`src/rtl/secuencia_param_if.sv`:
```
// Serial sample/flag bundle for the parametrised sequence detector.
// The master drives the sample strobe, data bit and count clear; the slave returns the flag and count.
interface secuencia_param_if #(
   parameter int CNT_W = 8
) ();
   logic             en;
   logic             w;
   logic             clear;
   logic             z;
   logic [CNT_W-1:0] count;

   modport master (output en, output w, output clear, input z, input count);
   modport slave  (input en, input w, input clear, output z, output count);
endinterface

```
`src/rtl/secuencia_param.sv`:
```
// Parametrised serial pattern detector with Mealy/Moore output, optional overlap and a saturating match counter.
// hist keeps the last LEN-1 accepted bits; fill gates matching until enough fresh bits have arrived.
module secuencia_param #(
   parameter int             LEN     = 4,
   parameter logic [LEN-1:0] PATTERN = 4'b1011,
   parameter int             MOORE   = 0,
   parameter int             OVERLAP = 1,
   parameter int             CNT_W   = 8
) (
   input logic               clk,
   input logic               reset,
   secuencia_param_if.slave  bus
);
   localparam int           FW       = $clog2(LEN);
   localparam logic [FW-1:0] FILL_MAX = FW'(LEN - 1);

   if (LEN < 2 || LEN > 16) begin : g_len_bad
      $error("secuencia_param: LEN must be in 2..16");
   end

   logic [LEN-2:0]   hist;
   logic [FW-1:0]    fill;
   logic [CNT_W-1:0] count;
   logic [LEN-1:0]   hist_w;
   logic [LEN-2:0]   hist_nxt;
   logic             match_now;

   // Candidate window is the stored history plus the bit on the wire this cycle.
   always_comb begin
      hist_w    = {hist, bus.w};
      hist_nxt  = hist_w[LEN-2:0];
      match_now = bus.en & (fill == FILL_MAX) & (hist_w == PATTERN);
   end

   always_ff @(posedge clk) begin
      if (reset) begin
         hist <= '0;
         fill <= '0;
      end else if (bus.en) begin
         hist <= hist_nxt;
         // Non-overlap: the shifted bits stay in hist but fill marks them stale.
         if (OVERLAP == 0 && match_now)
            fill <= '0;
         else if (fill != FILL_MAX)
            fill <= fill + FW'(1);
      end
   end

   always_ff @(posedge clk) begin
      if (reset || bus.clear)
         count <= '0;
      else if (match_now && count != {CNT_W{1'b1}})
         count <= count + CNT_W'(1);
   end

   assign bus.count = count;

   if (MOORE != 0) begin : g_moore
      logic z_reg;
      always_ff @(posedge clk) begin
         if (reset) z_reg <= 1'b0;
         else       z_reg <= match_now;
      end
      assign bus.z = z_reg;
   end else begin : g_mealy
      assign bus.z = match_now & ~reset;
   end
endmodule

```
`src/flat_wrapper.sv`:
```
// flat-port wrapper written by rule: the top's interface ports become plain ports
module secuencia_param_flat 
#(
   parameter int             LEN     = 4,
   parameter logic [LEN-1:0] PATTERN = 4'b1011,
   parameter int             MOORE   = 0,
   parameter int             OVERLAP = 1,
   parameter int             CNT_W   = 8
)
  (clk, reset, bus_en, bus_w, bus_clear, bus_z, bus_count);
  secuencia_param_if #(.CNT_W(CNT_W)) bus_i ();
  input logic clk;
  input logic reset;
  input wire logic [$bits(bus_i.en)-1:0] bus_en;
  input wire logic [$bits(bus_i.w)-1:0] bus_w;
  input wire logic [$bits(bus_i.clear)-1:0] bus_clear;
  output wire logic [$bits(bus_i.z)-1:0] bus_z;
  output wire logic [$bits(bus_i.count)-1:0] bus_count;
  assign bus_i.en = bus_en;
  assign bus_i.w = bus_w;
  assign bus_i.clear = bus_clear;
  assign bus_z = bus_i.z;
  assign bus_count = bus_i.count;
  secuencia_param #(.LEN(LEN), .PATTERN(PATTERN), .MOORE(MOORE), .OVERLAP(OVERLAP), .CNT_W(CNT_W)) u_core (.clk(clk), .reset(reset), .bus(bus_i));
endmodule
```
`config.mk`:
```
export PLATFORM = sky130hd
export DESIGN_NAME = secuencia_param_flat
export DESIGN_NICKNAME = d
export VERILOG_FILES = /design/src/rtl/secuencia_param_if.sv /design/src/rtl/secuencia_param.sv /design/src/flat_wrapper.sv
export SDC_FILE = /design/constraint.sdc
export NUM_CORES = 1
export LEC_CHECK = 0
export CORE_MARGIN = 2
export CORE_UTILIZATION = 40
export DETAILED_ROUTE_END_ITERATION = 10
export PLACE_DENSITY_LB_ADDON = 0.12
export SLEW_MARGIN = 5
export SYNTH_ARGS = -nofsm -noshare
export SYNTH_HDL_FRONTEND = slang
export SYNTH_SLANG_ARGS = --single-unit
```
`constraint.sdc`:
```
create_clock -name clk -period 1.6 [get_ports clk]
set_input_delay 0.24 -clock clk [delete_from_list [all_inputs] [get_ports clk]]
set_output_delay 0.24 -clock clk [all_outputs]
set_load 0.005 [all_outputs]
```
==> run metrics, run 1 <==
FILL cells 134; Int Pwr 0.4626 mW; worst path arrival time 1.28 ns; Final nets 101; Synth area leaders dfxtp_1 (41%), mux2i_1 (9.5%), nor2_1 (5.9%); vias in the first global route 568; pins over their slew limit 0; clk_lat worst skew 0.27 ns; Die Y 43.79 µm; Critical R2R Launch u_core.fill[1]; worst vdd ir 0.4644 mV; post-synth top area share 0.4111; final setup vio count 0; CTS Buf Count 3; crit end category output port; total of max-cap violations 0; minimum clock period 1.522 ns; CTS sink count 13; largest area contributor in the netlist dfxtp_1; worst-case clock buffer depth 2; final WL 1342 µm; switching part of the total 0.2239; hold crit path type reg2reg; most common cell in the netlist dfxtp_1; cell family with most CP delay buffers and inverters; FF+latch area 262.8 µm²; PwrDens 653.5 nW/µm²; WL/cell 12.31 µm; Syn Area/Cell 9.740 µm²; Clock H-tree levels 1; reg2reg setup slack 0.12 ns; Sequential Power Share 0.571; Ant. Diodes 0; Synth top cells by count dfxtp_1 (13), nor2_1 (10), mux2i_1 (6); CP cell instances clkdlybuf4s50_1; WP data required 1.36 ns; WS Path Type reg2out; post-route setup TNS 0 ns; CP Launch Type register; crit path buf inv count 1; skew final 0.002640 ns; Worst Tran Pin Value 0.3033 ns; FF-to-FF path depth 6; Clk pwr share 0.337; layout cells sized above 1 0.2796; Post-synth EDFFs 0; synthesis-to-finish area growth 44.07%; syn_nets 72; Starting Density 0.4252; Fmax 656.9 MHz; Via Count 562; # IOs 14; Hold Startpoint u_core.fill[1]; Netlist Area Pre-Place 633.1 µm²; Core Region 1489 µm²; asr flop ratio synth 0; status completed; dpl cell area 869.6 µm²; r2r endpoint u_core.bus.count[6]; # port buffers 13; total grt overflow 0; slowest CP cell clkdlybuf4s50_1; hold-critical path depth 2; Distinct cells, synth 27; DIE AREA 1917 µm²; initial antenna violation count 0; final hold slack 0.5272 ns; GRT Util Overall 0.1645; Post-DRT Antenna Nets 0; flops & latches, synth 13; largest net degree at the start of global routing 9; Hold Path Sink u_core.fill[1]; CP max stage delay 0.55 ns; worst setup margin 0.07772 ns; part of the power in combinational logic 0.092; Lkg Pwr 0.3310 nW; Max FO, Critical Path 7; sequential element share of the synthesized area 0.4111; synth warn 0; first-pass GRT wire length 2380 µm; Via density 5.156; total setup buffers inserted after CTS 0; Final period util 0.9514; CTS tree built; Final Cell Area 912.1 µm²; Iter 0 DRT Violations 8; area of the multi-input gates 387.9 µm²; Gate Count Post-Synth 65; Psw 0.1335 mW; pre-CTS setup slack -0.1693 ns; DRC 0; Die X 43.79 µm; DRT Pass-1 Iters 4; clock-pin slew of the registers on the worst-case setup and hold paths 0.08 ns; Final Hold Viols 0; Top FF cell, synth dfxtp_1; root buf cell clkbuf_4; Post-Route Utilization 0.6126; cell row count 14; Slew HR 0.7960; RSZ-0062 raised after global routing no; gpl congestion 0.8069
per-stage QoR:
stage          std cells  total power [mW]
3_3_place_gp         105            0.3963
3_5_place_dp         105            0.3976
4_1_cts              109            0.6019
6_report             109            0.5961
5_1_grt              109            0.6270
2_1_floorplan         65            0.3684
what timing repair did:
| item | 4_1_cts | 5_1_grt |
|---|---|---|
| gates resized for setup | 3 | 5 |
| hold buffers | 0 | 0 |
| endpoints found under the setup margin | 1 | 4 |
| pin swaps | 0 | 3 |
layout make-up:
| cell class | instances | share of cell area |
|---|---|---|
| Multi-Input combinational cell | 51 | 0.4252 |
| Sequential cell | 13 | 0.2881 |
| Clock buffer | 4 | 0.02881 |
| Timing Repair Buffer | 25 | 0.2359 |
| Tap cell | 16 | 0.02195 |
cell usage in the layout, fill, tap and decap left out, types with 2 or more instances in the layout:
| cell | instances |
|---|---|
| dfxtp_1 | 11 |
| xor2_1 | 3 |
| or3_1 | 2 |
| dfxtp_2 | 2 |
| buf_4 | 12 |
| nor2_1 | 10 |
| mux2i_1 | 6 |
| o21ai_0 | 2 |
| nand2_1 | 4 |
| clkdlybuf4s50_1 | 12 |
| a21oi_1 | 3 |
| clkbuf_4 | 3 |
| nand4_1 | 2 |
flip-flops by register name (all words and copies together) (netlist names):
signal / count
u_core.bus.count: 8
u_core.fill: 2
u_core.hist: 3
how the worst max path moves through the flow:
stage,startpoint,end,slack (ns),depth (start not counted)
detailed placement,bus_w,bus_z,-0.17,4
floorplan,u_core.fill[0],u_core.bus.count[5],0.18,5
global placement,bus_en,bus_z,-0.14,4
CTS,u_core.fill[1],bus_z,0.02,4
global route,u_core.bus.count[2],bus_count[2],0.004,1
finish,u_core.bus.count[2],bus_count[2],0.08,1
logic make-up after synthesis:
group,Yosys count,share of synthesized area
buf+inv,1,0.005923
simple gates,31,0.2826
mux,6,0.09487
flops,13,0.4111
compound gates,8,0.1107
xor+xnor,4,0.05535
fa+ha+maj,2,0.03952
routing by layer:
| layer | vias up | part of all wire | track usage |
|---|---|---|---|
| met5 | - | 0 | 0 |
| met4 | 0 | 0.010 | 0.05455 |
| met3 | 2 | 0.037 | 0.02500 |
| met2 | 10 | 0.48 | 0.2618 |
| met1 | 258 | 0.47 | 0.2265 |
| li1 | 292 | - | - |
power by group through the flow:
stage / Combinational [mW] / Clock, mW / Sequential [mW]
detailed placement: 0.0528 / 0 / 0.345
global placement: 0.0518 / 0 / 0.345
finish: 0.0549 / 0.201 / 0.341
floorplan: 0.0249 / 0 / 0.344
CTS: 0.0539 / 0.210 / 0.338
global route: 0.0634 / 0.221 / 0.342
No activity file was read; power rests on OpenSTA's default activity.
==> run 2, diff against run 1 <==
==> constraint.sdc (replaced) <==
create_clock -name clk -period 1.35 [get_ports clk]
set_input_delay 0.2025 -clock clk [delete_from_list [all_inputs] [get_ports clk]]
set_output_delay 0.2025 -clock clk [all_outputs]
set_load 0.005 [all_outputs]
==> run metrics, run 2 (synthesized netlist as in run 1, its figures left out) <==
# IOs 14 (unchanged); crit end category register; final WL 1559 µm (+16%); Clk pwr share 0.346 (+0.009); final setup vio count 6 (+6); Largest register FFs 8 (unchanged); root buf cell clkbuf_4; CTS Buf Count 3 (unchanged); Die X 43.79 µm (unchanged); pins over their slew limit 0 (unchanged); Starting Density 0.4252 (unchanged); WL/cell 13.21 µm (+7.3%); total grt overflow 0 (unchanged); worst setup margin -0.1121 ns (-0.1899 ns); DRT Pass-1 Iters 4 (unchanged); switching part of the total 0.2457 (+0.02179); Via Count 587 (+4.4%); violated checks setup timing; CTS sink count 13 (unchanged); clk_lat worst skew 0.28 ns (about the same); Hold Startpoint u_core.fill[1]; met1 wire length 762 µm (+21%); total power 0.7179 mW (+20%); r2r endpoint u_core.bus.count[7]; gpl congestion 0.7321 (-9.3%); total of max-cap violations 0 (unchanged); Final Hold Viols 0 (unchanged); part of the power in combinational logic 0.097 (+0.005); commonest non-fill, non-tap cell in the layout buf_4; GRT Util Overall 0.1800 (+0.01550); first-pass GRT wire length 2497 µm (+4.9%); vias in the first global route 573 (+0.88%); RSZ-0062 raised after global routing yes; PwrDens 687.2 nW/µm² (+5.1%); Lkg Pwr 0.5104 nW (+54%); Hold Path Sink u_core.fill[1]; skew final 0.001576 ns (-0.001064 ns); Clock H-tree levels 1 (unchanged); leading cell types in the layout, fill and taps excluded buf_4 (20), nor2_1 (10), dfxtp_2 (8); minimum clock period 1.462 ns; status finished with violations; WS Path Type reg2reg; Die Y 43.79 µm (unchanged); cell row count 14 (unchanged); Worst Tran Pin Value 0.2353 ns (-0.06793 ns); CP Launch Type register; Int Pwr 0.5415 mW (+17%); FILL cells 126 (-6.0%); CTS tree built; Most flops, register u_core.bus.count; DIE AREA 1917 µm² (unchanged); clock-pin slew of the registers on the worst-case setup and hold paths 0.09 ns (about the same); Final nets 110 (+8.9%); reg2reg setup slack -0.11 ns (-0.23 ns); Ant. Diodes 0 (unchanged); biggest regs u_core.bus.count: 8 flops, u_core.hist: 3 flops, u_core.fill: 2 flops; worst-case clock buffer depth 2 (unchanged); Via density 4.975 (-3.5%); Iter 0 DRT Violations 16 (+8); Sequential Power Share 0.557 (-0.014); Hold Buf Count CTS 0 (unchanged); WP data required 1.52 ns (+0.16 ns); FF-to-FF path depth 6 (unchanged); Psw 0.1764 mW (+32%); hold crit path type reg2reg; worst path arrival time 1.63 ns (+0.35 ns); DR WL met3 46 µm (-6.1%); initial antenna violation count 0 (unchanged); synthesis-to-finish area growth 65.02%; hold-critical path depth 2 (unchanged); Final period util 1.083; final hold slack 0.5243 ns (-0.002990 ns); top layer in use met3; layout cells sized above 1 0.4608 (+0.1812); Post-DRT Antenna Nets 0 (unchanged); Max FO, Critical Path 3 (-4); Routed met2 length 749 µm (+16%); Fmax 683.9 MHz; Slew HR 0.8419 (+0.04597); largest net degree at the start of global routing 9 (unchanged); # port buffers 13 (unchanged); Critical R2R Launch u_core.fill[1]; DRC 0 (unchanged); worst vdd ir 0.4540 mV (-2.2%); Core Region 1489 µm² (unchanged); detailed placement HPWL 1029 µm
run 2: power by group through the flow:
| stage | Clock, mW | Combinational [mW] | Sequential, mW |
|---|---|---|---|
| final | 0.249 | 0.0697 | 0.400 |
| after global routing | 0.282 | 0.0803 | 0.401 |
| after CTS | 0.258 | 0.0702 | 0.400 |
| after detailed placement | 0 | 0.0685 | 0.413 |
| after global placement | 0 | 0.0670 | 0.412 |
| after floorplan | 0 | 0.0313 | 0.412 |
run 2: timing repair:
item                                    CTS  global route
endpoints found under the setup margin   16            12
resized for setup                        22             5
pin swaps                                 5             8
buffers inserted                          5             0
run 2: how the worst max path moves through the flow:
stage                   start                  end  slack, ns
6_report       u_core.fill[1]  u_core.bus.count[7]      -0.11
5_1_grt        u_core.fill[1]  u_core.bus.count[7]      -0.17
4_1_cts        u_core.fill[0]                bus_z      -0.07
2_1_floorplan  u_core.fill[1]  u_core.bus.count[5]      -0.02
3_3_place_gp            bus_w  u_core.bus.count[7]      -0.36
3_5_place_dp            bus_w  u_core.bus.count[7]      -0.36
run 2: stage by stage:
step,setup TNS [ns],cell area (µm²),setup WS (ns),util,cells
after global placement,-2.481,929.6,-0.3605,0.6244,109
after detailed placement,-2.580,929.6,-0.3637,0.6244,109
after CTS,-0.2778,1030,-0.06952,0.6916,118
final,-0.2840,1045,-0.1121,0.7017,118
after global routing,-0.9044,1045,-0.1743,0.7017,118
after floorplan,-0.02403,663.1,-0.02403,-,65
run 2: cell type report:
cell class / instances / area [µm²] / share of cell area
multi-input cells: 51 / 431.7 / 0.4132
repair buffers: 34 / 287.8 / 0.2754
flip-flops and latches: 13 / 277.8 / 0.2659
clock buffers: 3 / 22.52 / 0.02156
well taps: 16 / 20.02 / 0.01916
clock inverters: 1 / 5.005 / 0.004790
run 2: critical path: stages, from the launching register on:
cell and delay [ns]:
dfxtp_2 0.36, ha_4 0.14, nand4b_1 0.12, buf_4 0.18, nor4_4 0.28, mux2i_1 0.23, nor2_1 0.05
run 2: metal layers:
metal  track usage  up-vias
li1              -      310
met3       0.06250        0
met5             0        -
met1        0.2423      269
met4       0.07273        0
met2        0.2618        8
==> run 3, diff against run 2 <==
--- a/config.mk
+++ b/config.mk
@@ -5,6 +5,7 @@
 export SDC_FILE = /design/constraint.sdc
 export NUM_CORES = 1
 export LEC_CHECK = 0
+export ABC_CLOCK_PERIOD_IN_PS = 1350
 export CORE_MARGIN = 2
 export CORE_UTILIZATION = 40
 export DETAILED_ROUTE_END_ITERATION = 10
==> constraint.sdc (replaced) <==
create_clock -name clk -period 1.35 [get_ports clk]
set_input_delay 0.2025 -clock clk [delete_from_list [all_inputs] [get_ports clk]]
set_output_delay 0.2025 -clock clk [all_outputs]
set_load 0.1 [all_outputs]
==> run metrics, run 3 (synthesized netlist as in run 1, its figures left out) <==
final setup vio count 8 (+2); root buf cell clkbuf_4; hold crit path type reg2reg; final WL 1641 µm (+5.3%); clock-pin slew of the registers on the worst-case setup and hold paths 0.09 ns (about the same); Max FO, Critical Path 3 (unchanged); WP data required 1.56 ns (+0.04 ns); Lkg Pwr 0.4318 nW (-15%); crit end category register; Final nets 105 (-4.5%); WL/cell 14.52 µm (+9.9%); DIE AREA 1917 µm² (unchanged); # IOs 14 (unchanged); worst path arrival time 1.85 ns (+0.22 ns); Core Region 1489 µm² (unchanged); minimum clock period 1.644 ns (+0.1819 ns); Starting Density 0.4252 (unchanged); gpl congestion 0.7620 (+4.1%); slowest CP cell dfxtp_2; Final Cell Area 1149 µm² (+9.9%); Die Y 43.79 µm (unchanged); largest net degree at the start of global routing 9 (unchanged); commonest non-fill, non-tap cell in the layout buf_4; status finished with violations; WS Path Type reg2reg; PwrDens 622.8 nW/µm² (-9.4%); Post-DRT Antenna Nets 0 (unchanged); first-pass GRT wire length 2490 µm (-0.28%); Clock H-tree levels 1 (unchanged); DRT Pass-1 Iters 4 (unchanged); total power 0.7154 mW (-0.35%); RSZ-0062 raised after global routing yes; dpl cell area 1021 µm² (+9.8%); Via Count 631 (+7.5%); pins over their slew limit 0 (unchanged); layout cells sized above 1 0.5464 (+0.08561); FF+latch area 292.8 µm² (+5.4%); Largest register FFs 8 (unchanged); violated checks setup timing; Ant. Diodes 0 (unchanged); pre-CTS setup slack -0.3006 ns (+0.06310 ns); detailed placement HPWL 1097 µm (+6.6%); Final Hold Viols 0 (unchanged); area of the multi-input gates 450.4 µm² (+4.3%); DRC 0 (unchanged); worst vdd ir 0.5771 mV (+27%); Fmax 608.3 MHz (-11%); Most flops, register u_core.bus.count; CTS Buf Count 3 (unchanged); FILL cells 98 (-22%); crit path buf inv count 2 (+1); Slew HR 0.7445 (-0.09746); worst setup margin -0.2940 ns (-0.1819 ns); total of max-cap violations 0 (unchanged); post-route setup TNS -1.723 ns (-1.439 ns); CP Launch Type register; clk_lat worst skew 0.28 ns (about the same); # port buffers 13 (unchanged); worst-case clock buffer depth 2 (unchanged); cell family with most CP delay simple AND/OR/NAND/NOR gates; Die X 43.79 µm (unchanged); total grt overflow 0 (unchanged); CTS sink count 13 (unchanged); Iter 0 DRT Violations 17 (+1); Hold Buf Count CTS 0 (unchanged); skew final 0.007288 ns (+0.005713 ns); Worst Tran Pin Value 0.3798 ns (+0.1445 ns); biggest regs u_core.bus.count: 8 flops, u_core.hist: 3 flops, u_core.fill: 2 flops; CP max stage delay 0.36 ns (about the same); initial antenna violation count 0 (unchanged); synthesis-to-finish area growth 81.42%; cell row count 14 (unchanged); GRT Util Overall 0.1815 (+0.001473); Via density 5.584 (+12%); CP cell instances ha_4 -> buf_4 -> buf_6 -> and4b_2 -> o2111ai_2 -> or3_1 -> a21oi_1; Final period util 1.218 (+0.1347); vias in the first global route 586 (+2.3%); CTS tree built; leading cell types in the layout, fill and taps excluded buf_4 (11), nor2_1 (10), buf_12 (9)
-- run 3: cell count changes in the layout (fill, tap and decap cells not counted), sizes merged --
| cell | delta |
|---|---|
| buf | +3 |
| clkbuf | +1 |
| clkinv | -1 |
| dlygate4sd2 | -5 |
| dlymetal6s2s | -3 |
-- run 3: final cells by class --
type	count	area share
multi-input combinational	51	0.3922
timing repair buffer	29	0.3126
tap	16	0.01743
sequential	13	0.2549
clock buffer	4	0.02288
-- run 3: metal layers --
layer  track usage  routed length [µm]  share of wire  vias to the layer above
met5             0                   0              0                        -
met4        0.1394                  77          0.047                        0
met3       0.03750                  80          0.049                       11
met2        0.2559                 737           0.45                       18
met1        0.2397                 746           0.45                      303
li1              -                   -              -                      299
-- run 3: report_power, final --
part	switching, mW	internal [mW]
Combinational	0.0319	0.0463
Sequential	0.00924	0.378
Clock	0.135	0.115
-- run 3: through the flow --
step,hold slack [ns],utilization,instances
after CTS,0.5308,0.7361,112
after global routing,0.5639,0.7714,113
after global placement,0.4823,0.6857,106
after detailed placement,0.4938,0.6857,106
after floorplan,0.2716,-,65
final,0.5351,0.7714,113
-- run 3: repair_timing --
item                       CTS  global route
setup endpoints to repair    8            10
gates resized for setup      8            10
setup buffers                2             1
pin swaps                    7             4
-- run 3: worst min-delay path, delay by kind of cell, from the launching register on --
family | cells | cell delay [ns]
DFF | 1 | 0.35
and+or+nand+nor | 1 | 0.09
muxes | 1 | 0.06
-- run 3: path summary, 6_finish.rpt --
check | cells after the start | start | slack [ns] | endpoint
max | 7 | u_core.fill[0] | -0.29 | u_core.bus.count[5]
min | 2 | u_core.fill[1] | 0.54 | u_core.fill[1]
min reg2reg | 2 | u_core.fill[1] | 0.54 | u_core.fill[1]
max reg2reg | 7 | u_core.fill[0] | -0.29 | u_core.bus.count[5]
